## config.mk

```make
export PLATFORM = sky130hd
export DESIGN_NAME = if_axis_fifo
export DESIGN_NICKNAME = d
export VERILOG_FILES = /design/src/rtl/if_axis_fifo.sv
export SDC_FILE = /design/constraint.sdc
export NUM_CORES = 1
export LEC_CHECK = 0
export ABC_CLOCK_PERIOD_IN_PS = 4400
export CAP_MARGIN = 30
export CORE_MARGIN = 5
export CORE_UTILIZATION = 45
export DETAILED_ROUTE_END_ITERATION = 7
export GPL_ROUTABILITY_DRIVEN = 0
export PLACE_DENSITY = 0.8
export SLEW_MARGIN = 10
export SYNTH_ARGS = -nofsm -noshare
export SYNTH_HDL_FRONTEND = slang
export SYNTH_SLANG_ARGS = --single-unit
export TNS_END_PERCENT = 1
```

## constraint.sdc

```tcl
create_clock -name axis_aclk_i -period 4.4 [get_ports axis_aclk_i]
set_clock_uncertainty 0.1 [all_clocks]
set_input_delay 0.44 -clock axis_aclk_i [delete_from_list [all_inputs] [get_ports axis_aclk_i]]
set_output_delay 0.44 -clock axis_aclk_i [all_outputs]
set_load 0.01 [all_outputs]
```

## src/rtl/if_axis_fifo.sv

```systemverilog
// CPU-mapped AXI-Stream bridge: a TX FIFO fed by register writes and drained
// by the master stream, and an RX FIFO filled by the slave stream and drained
// by register reads/pops.
// Ports: axis_aclk_i / axis_aresetn_i (async, active-low) clock and reset;
//   addr_i, data_i, data_w_i, data_o, data_access_o  CPU register bus;
//   m_axis_*  TX stream out; s_axis_*  RX stream in; irq_o  level interrupt.
module if_axis_fifo #(
    parameter logic [7:0] SOC_SEGMENT     = 8'hE4,
    parameter logic [7:0] SOC_CLASS       = 8'hA9,
    parameter int         AXIS_DATA_WIDTH = 8,
    parameter int         FIFO_DEPTH_LOG2 = 2
) (
    input  logic                       axis_aclk_i,
    input  logic                       axis_aresetn_i,
    input  logic [31:0]                addr_i,
    input  logic [31:0]                data_i,
    input  logic                       data_w_i,
    output logic [31:0]                data_o,
    output logic                       data_access_o,
    input  logic                       m_axis_tready_i,
    output logic                       m_axis_tvalid_o,
    output logic [AXIS_DATA_WIDTH-1:0] m_axis_tdata_o,
    output logic                       m_axis_tlast_o,
    input  logic                       s_axis_tvalid_i,
    input  logic [AXIS_DATA_WIDTH-1:0] s_axis_tdata_i,
    input  logic                       s_axis_tlast_i,
    output logic                       s_axis_tready_o,
    output logic                       irq_o
);
    localparam int W     = AXIS_DATA_WIDTH;
    localparam int AW    = FIFO_DEPTH_LOG2;
    localparam int CW    = AW + 1;
    localparam int DEPTH = 1 << AW;
    localparam logic [CW-1:0] FULL_CNT = {1'b1, {AW{1'b0}}};

    localparam logic [2:0] SEL_STATUS  = 3'd1;
    localparam logic [2:0] SEL_CONTROL = 3'd2;
    localparam logic [2:0] SEL_TXDATA  = 3'd3;
    localparam logic [2:0] SEL_TXLAST  = 3'd4;
    localparam logic [2:0] SEL_RXDATA  = 3'd5;
    localparam logic [2:0] SEL_RXPOP   = 3'd6;

    // Each entry is {tlast, tdata}.
    logic [W:0]    tx_mem_q [DEPTH];
    logic [W:0]    tx_mem_d [DEPTH];
    logic [W:0]    rx_mem_q [DEPTH];
    logic [W:0]    rx_mem_d [DEPTH];
    logic [AW-1:0] tx_wptr_q, tx_wptr_d, tx_rptr_q, tx_rptr_d;
    logic [AW-1:0] rx_wptr_q, rx_wptr_d, rx_rptr_q, rx_rptr_d;
    logic [CW-1:0] tx_cnt_q, tx_cnt_d, rx_cnt_q, rx_cnt_d;
    logic          tx_ovf_q, tx_ovf_d;
    logic          rx_ie_q, rx_ie_d;
    logic          tx_ie_q, tx_ie_d;
    logic          irq_q, irq_d;
    logic [31:0]   data_q, data_d;

    logic        hit, wr, tx_wr;
    logic [2:0]  sel;
    logic        tx_full, tx_empty, rx_full, rx_empty;
    logic        tx_push, tx_pop, rx_push, rx_pop;
    logic [W:0]  tx_head, rx_head;
    logic [31:0] status, rd_val;
    logic        unused_ok;

    assign hit   = (addr_i[31:24] == SOC_SEGMENT) && (addr_i[23:16] == SOC_CLASS);
    assign sel   = addr_i[6:4];
    assign wr    = hit && data_w_i;
    assign tx_wr = wr && ((sel == SEL_TXDATA) || (sel == SEL_TXLAST));

    assign tx_full  = (tx_cnt_q == FULL_CNT);
    assign tx_empty = (tx_cnt_q == '0);
    assign rx_full  = (rx_cnt_q == FULL_CNT);
    assign rx_empty = (rx_cnt_q == '0);
    assign tx_head  = tx_mem_q[tx_rptr_q];
    assign rx_head  = rx_mem_q[rx_rptr_q];

    // Fullness is judged at the start of the cycle, so a same-cycle pop
    // never makes room for a push.
    assign tx_push = tx_wr && !tx_full;
    assign tx_pop  = !tx_empty && m_axis_tready_i;
    assign rx_push = s_axis_tvalid_i && s_axis_tready_o;
    assign rx_pop  = wr && (sel == SEL_RXPOP) && !rx_empty;

    always_comb begin
        tx_mem_d  = tx_mem_q;
        tx_wptr_d = tx_wptr_q;
        tx_rptr_d = tx_rptr_q;
        tx_cnt_d  = tx_cnt_q;
        rx_mem_d  = rx_mem_q;
        rx_wptr_d = rx_wptr_q;
        rx_rptr_d = rx_rptr_q;
        rx_cnt_d  = rx_cnt_q;
        if (tx_push) begin
            tx_mem_d[tx_wptr_q] = {sel == SEL_TXLAST, data_i[W-1:0]};
            tx_wptr_d = tx_wptr_q + AW'(1);
        end
        if (tx_pop) tx_rptr_d = tx_rptr_q + AW'(1);
        if (tx_push && !tx_pop) tx_cnt_d = tx_cnt_q + CW'(1);
        else if (!tx_push && tx_pop) tx_cnt_d = tx_cnt_q - CW'(1);
        if (rx_push) begin
            rx_mem_d[rx_wptr_q] = {s_axis_tlast_i, s_axis_tdata_i};
            rx_wptr_d = rx_wptr_q + AW'(1);
        end
        if (rx_pop) rx_rptr_d = rx_rptr_q + AW'(1);
        if (rx_push && !rx_pop) rx_cnt_d = rx_cnt_q + CW'(1);
        else if (!rx_push && rx_pop) rx_cnt_d = rx_cnt_q - CW'(1);
    end

    always_comb begin
        status        = '0;
        status[0]     = tx_full;
        status[1]     = tx_empty;
        status[2]     = rx_full;
        status[3]     = rx_empty;
        status[4]     = tx_ovf_q;
        status[5]     = rx_head[W] && !rx_empty;
        status[15:8]  = 8'(tx_cnt_q);
        status[23:16] = 8'(rx_cnt_q);

        rd_val = '0;
        unique case (sel)
            SEL_STATUS:  rd_val = status;
            SEL_CONTROL: rd_val = {30'd0, tx_ie_q, rx_ie_q};
            SEL_RXDATA:  rd_val = rx_empty ? 32'd0 : 32'(rx_head[W-1:0]);
            default:     rd_val = '0;
        endcase

        data_d   = hit ? rd_val : data_q;
        rx_ie_d  = rx_ie_q;
        tx_ie_d  = tx_ie_q;
        tx_ovf_d = tx_ovf_q;
        if (wr && (sel == SEL_CONTROL)) begin
            rx_ie_d = data_i[0];
            tx_ie_d = data_i[1];
            if (data_i[2]) tx_ovf_d = 1'b0;
        end
        if (tx_wr && tx_full) tx_ovf_d = 1'b1;
        irq_d = (rx_ie_q && !rx_empty) || (tx_ie_q && tx_empty);
    end

    // Storage needs no reset: the cleared counts mark every entry invalid.
    always_ff @(posedge axis_aclk_i) begin
        tx_mem_q <= tx_mem_d;
        rx_mem_q <= rx_mem_d;
    end

    always_ff @(posedge axis_aclk_i or negedge axis_aresetn_i) begin
        if (!axis_aresetn_i) begin
            tx_wptr_q <= '0;
            tx_rptr_q <= '0;
            tx_cnt_q  <= '0;
            rx_wptr_q <= '0;
            rx_rptr_q <= '0;
            rx_cnt_q  <= '0;
            tx_ovf_q  <= 1'b0;
            rx_ie_q   <= 1'b0;
            tx_ie_q   <= 1'b0;
            irq_q     <= 1'b0;
            data_q    <= '0;
        end else begin
            tx_wptr_q <= tx_wptr_d;
            tx_rptr_q <= tx_rptr_d;
            tx_cnt_q  <= tx_cnt_d;
            rx_wptr_q <= rx_wptr_d;
            rx_rptr_q <= rx_rptr_d;
            rx_cnt_q  <= rx_cnt_d;
            tx_ovf_q  <= tx_ovf_d;
            rx_ie_q   <= rx_ie_d;
            tx_ie_q   <= tx_ie_d;
            irq_q     <= irq_d;
            data_q    <= data_d;
        end
    end

    assign data_o          = data_q;
    assign data_access_o   = hit;
    assign irq_o           = irq_q;
    assign m_axis_tvalid_o = !tx_empty;
    assign m_axis_tdata_o  = tx_head[W-1:0];
    assign m_axis_tlast_o  = tx_head[W];
    // Gated with reset so no beat is accepted while the FIFO is being cleared.
    assign s_axis_tready_o = !rx_full && axis_aresetn_i;
    assign unused_ok       = ^{addr_i[15:7], addr_i[3:0], data_i};
endmodule
```

==> results.md <==
* Total power at between 2 and 2.5 mW
* Sw frac at ~28%
* Largest fanout on the critical path at 14
* Worst vdd ir at 309 uV
* Lkg Pwr at 1.96 nW
* Clock share of power at between 20% and 30%
* Share of flip-flops with an asynchronous set or reset at 30.8%
* Final Hold Viols at 0
* Largest net degree at the start of global routing at 33
* Worst hold stages at 2
* Comb pwr share at 21.2%
* Crit Reg-Reg Startpoint: rx_cnt_q[0]
* Synth Flop Type: edfxtp_1
* Core Area at 0.00977 mm2
* Synth Area in Adders at 3.65%
* Hold path start: data_o[18]
* Fraction of the mapped netlist area in compound gates at 2.77%
* Fmax at 0.330 GHz
* Grt ovf at 0
* CTS tree: built
* Vias/cell at between 5 and 6
* P&R area growth vs syn at 20.2%
* MaxCap Viol Count at 0
* Row Count at 36
* CP peak stage delay at 0.82 ns
* Part of the power in registers at approximately 55%
* # setup viols final at 0
* Worst endpoint required time at ~4.6 ns
* DRC marker count from the first detailed-route iteration at between 100 and 150
* Met3 Routed Length at ~520 um
* CTS Root Cell: clkbuf_8
* CP arrival at between 3 and 4 ns
* Tcrit/Tclk final at around 69%
* Wire per inst at 17.2 um
* Power Density at 415 mW/mm2
* Max Slew Vio Count at 0
* Synth area leaders: edfxtp_1, dfrtp_1, mux4_2
* Hold-fix buffers, CTS at 0
* Layout cells sized above 1 at between 10% and 20%
* First-pass GRT wire length at approximately 13000 um
* Final HPWL DP at 6250 um
* Die X at ~110 um
* H-Tree Level Count at 3
* Yosys reg bits at about 100
* Clock Path Buffers at 2
* Sink Count at between 100 and 150
* M1 WL at about 3100 um
* WHS Endpoint: data_o[18]
* Vias at between 2000 and 2500
* Inserted Diodes at 0
* Tmin final at between 3 and 4 ns
* Final ANT Viol Nets at 0
* Multiplexer area fraction after synthesis at 11.5%
* Vias in the first global route at roughly 2700
* Post-cts resize count at 0
* Post-CTS Setup Bufs at 0
* DRT Pass-1 Iters at 4
* Total GRT Usage at approximately 14%
* Cell with the most instances after synthesis: edfxtp_1
* Initial Utilization at between 40% and 50%
* Fin nets at about 440
* RSZ-0062 raised after global routing: no
* Status: completed
* Worst-path cell chain: clkdlybuf4s50_1 -> nand2b_1 -> o22ai_1 -> nor4b_4 -> ha_1 -> inv_1 -> fa_1 -> xor2_1 -> nor2_1 -> xor2_1
* Synth Area in Simple Gates at around a tenth
* Post-layout util at 55.7%
* Critical Path Most Common Cell: xor2_1
* Synth cell types at 46
* Worst-path clk slew at approximately 0.090 ns
* Slew @ Worst Pin at ~0.83 ns
* Clk Latency, worst-skew pair at about 0.36 ns
* I/O pins at 123
* Switching power at between 600 and 700 uW
* Internal at roughly 1.6 mW
* Synthesized cell area at about 0.0045 mm2
* Top sig layer: met4
* Antenna violations before repair at 0
* CP Class: input port to flop
* Startpoint Class: input port
* Setup TNS at 0 ns
* Synth top area share at about 48%
* Slowest cell on crit path: clkdlybuf4s50_1
* Cell taking the most area after synthesis: edfxtp_1
* Synth Warn # at 0
* Crit end category: flop
* Die Ht at 110 um
* Top cells by count, synth: edfxtp_1, dfrtp_1, nand2_1
* XOR/XNOR Fraction of Synth Area at under 10%
* Cells on worst reg2reg path at 9
* Sequential fraction of the synthesis area at between 60% and 70%
* Rel. slew slack at between 40% and 50%
* DRC violations left at 0
* WL met2 at between 4000 and 5000 um
* Die area at between 0.01 and 0.015 mm2
* Avg Inst Size Synth at between 15 and 20 um2
* Worst hold path class: flop to flop
* Buffers added on ports at 67
* Largest family of logic cells by synthesized area: multiplexers
* Drt total wl at 8400 um
* CTS buffer count at 9
* Syn Inst Count at about 280
* Worst R2R Setup Slack at about 1.8 ns
* Post-synth EDFFs at between 70 and 80
* R2r endpoint: rx_cnt_q[2]
==> how the worst max path moves through the flow <==
stage / from / end / slack, ns / cells past startpoint
2_1_floorplan: addr_i[25] / tx_cnt_q[2] / 1.86 / 9
3_3_place_gp: addr_i[6] / tx_cnt_q[2] / 1.10 / 10
3_5_place_dp: addr_i[6] / tx_cnt_q[2] / 1.02 / 10
4_1_cts: addr_i[6] / tx_cnt_q[2] / 1.38 / 10
5_1_grt: addr_i[6] / tx_cnt_q[2] / 1.15 / 10
6_report: addr_i[6] / tx_cnt_q[2] / 1.37 / 10
==> registers in the layout (all words and copies together), names as in the netlist <==
| signal | count |
|---|---|
| rx_mem_q | 36 |
| tx_mem_q | 36 |
| data_o | 14 |
| rx_cnt_q | 3 |
| tx_cnt_q | 3 |
| rx_rptr_q | 2 |
| rx_wptr_q | 2 |
| tx_rptr_q | 2 |
| tx_wptr_q | 2 |
| irq_o | 1 |
| rx_ie_q | 1 |
| tx_ie_q | 1 |
| tx_ovf_q | 1 |
==> power by group through the flow <==
stage | Combinational [mW] | Clock (mW) | Sequential (mW)
after CTS | 0.487 | 0.556 | 1.25
after detailed placement | 0.485 | 0 | 1.27
after global placement | 0.463 | 0 | 1.26
after global routing | 0.526 | 0.593 | 1.26
final | 0.479 | 0.539 | 1.24
after floorplan | 0.338 | 0 | 1.21
==> layout by cell type (no fill, tap or decap), types with 2 or more instances in the layout <==
| master | netlist | routed |
|---|---|---|
| clkbuf_8 | 0 | 9 |
| a21oi_1 | 2 | 2 |
| mux4_2 | 18 | 18 |
| and4bb_2 | 2 | 2 |
| edfxtp_1 | 72 | 72 |
| dfrtp_1 | 32 | 32 |
| ha_1 | 10 | 10 |
| or3_1 | 2 | 2 |
| inv_1 | 8 | 8 |
| nand4_1 | 4 | 4 |
| and4b_1 | 2 | 2 |
| o21ai_0 | 10 | 10 |
| xor2_1 | 5 | 5 |
| nor4b_4 | 2 | 2 |
| nand2_1 | 23 | 23 |
| conb_1 | 1 | 18 |
| nand3_1 | 3 | 3 |
| fa_1 | 2 | 2 |
| and2_1 | 4 | 4 |
| mux2_2 | 7 | 7 |
| nor2_1 | 7 | 7 |
| nor2b_1 | 2 | 2 |
| xnor2_1 | 7 | 7 |
| nor3_1 | 2 | 2 |
| mux2i_1 | 2 | 2 |
| clkdlybuf4s50_1 | 0 | 67 |
| nand2b_1 | 3 | 3 |
| and3_1 | 4 | 4 |
| clkinvlp_4 | 0 | 4 |
| inv_8 | 0 | 2 |
| nor3b_1 | 3 | 3 |
==> per-layer routing <==
layer  global-route usage [%]  vias to the layer above
li1                         -                     1156
met1                     15.0                     1236
met2                     26.9                       72
met3                     4.54                       17
met4                     5.28                        0
met5                        0                        -
==> metrics by stage <==
stage / std cells / hold WS [ns] / setup slack [ns] / area, um2
global route: 489 / 0.440 / 1.15 / 5440
detailed placement: 473 / 0.383 / 1.02 / 5260
floorplan: 299 / 0.0444 / 1.86 / 4590
CTS: 489 / 0.405 / 1.38 / 5440
finish: 489 / 0.399 / 1.37 / 5440
global placement: 473 / 0.369 / 1.10 / 5260
==> logic make-up (layout without fill, tap and decap cells) <==
kind of cell	count (synthesis)	in the layout
multiplexers	28	28
buffers and inverters	35	92
XOR/XNOR	12	12
adder cells (fa/ha/maj)	12	12
AND/OR/NAND/NOR	70	70
other	1	18
flip-flops	104	104
AO/OA/AOI/OAI	20	20
==> cell type report <==
| cell class | count | area (um2) |
|---|---|---|
| Tap cell | 133 | 166 |
| Sequential cell | 104 | 2960 |
| Clock buffer | 9 | 124 |
| Clock inverter | 7 | 56.3 |
| Fill cell | 798 | 4330 |
| Timing Repair Buffer | 68 | 678 |
| Inverter | 8 | 30.0 |
| Multi-Input combinational cell | 160 | 1420 |
==> worst max-delay path, delay by kind of cell <==
family                   cells  cell delay [ns]
AND/OR/NAND/NOR              3             0.69
buffers and inverters        2             0.88
AO/OA/AOI/OAI                1             0.25
XOR/XNOR                     2             0.30
adder cells (fa/ha/maj)      2             0.64
(Power assumes the default switching activity.)
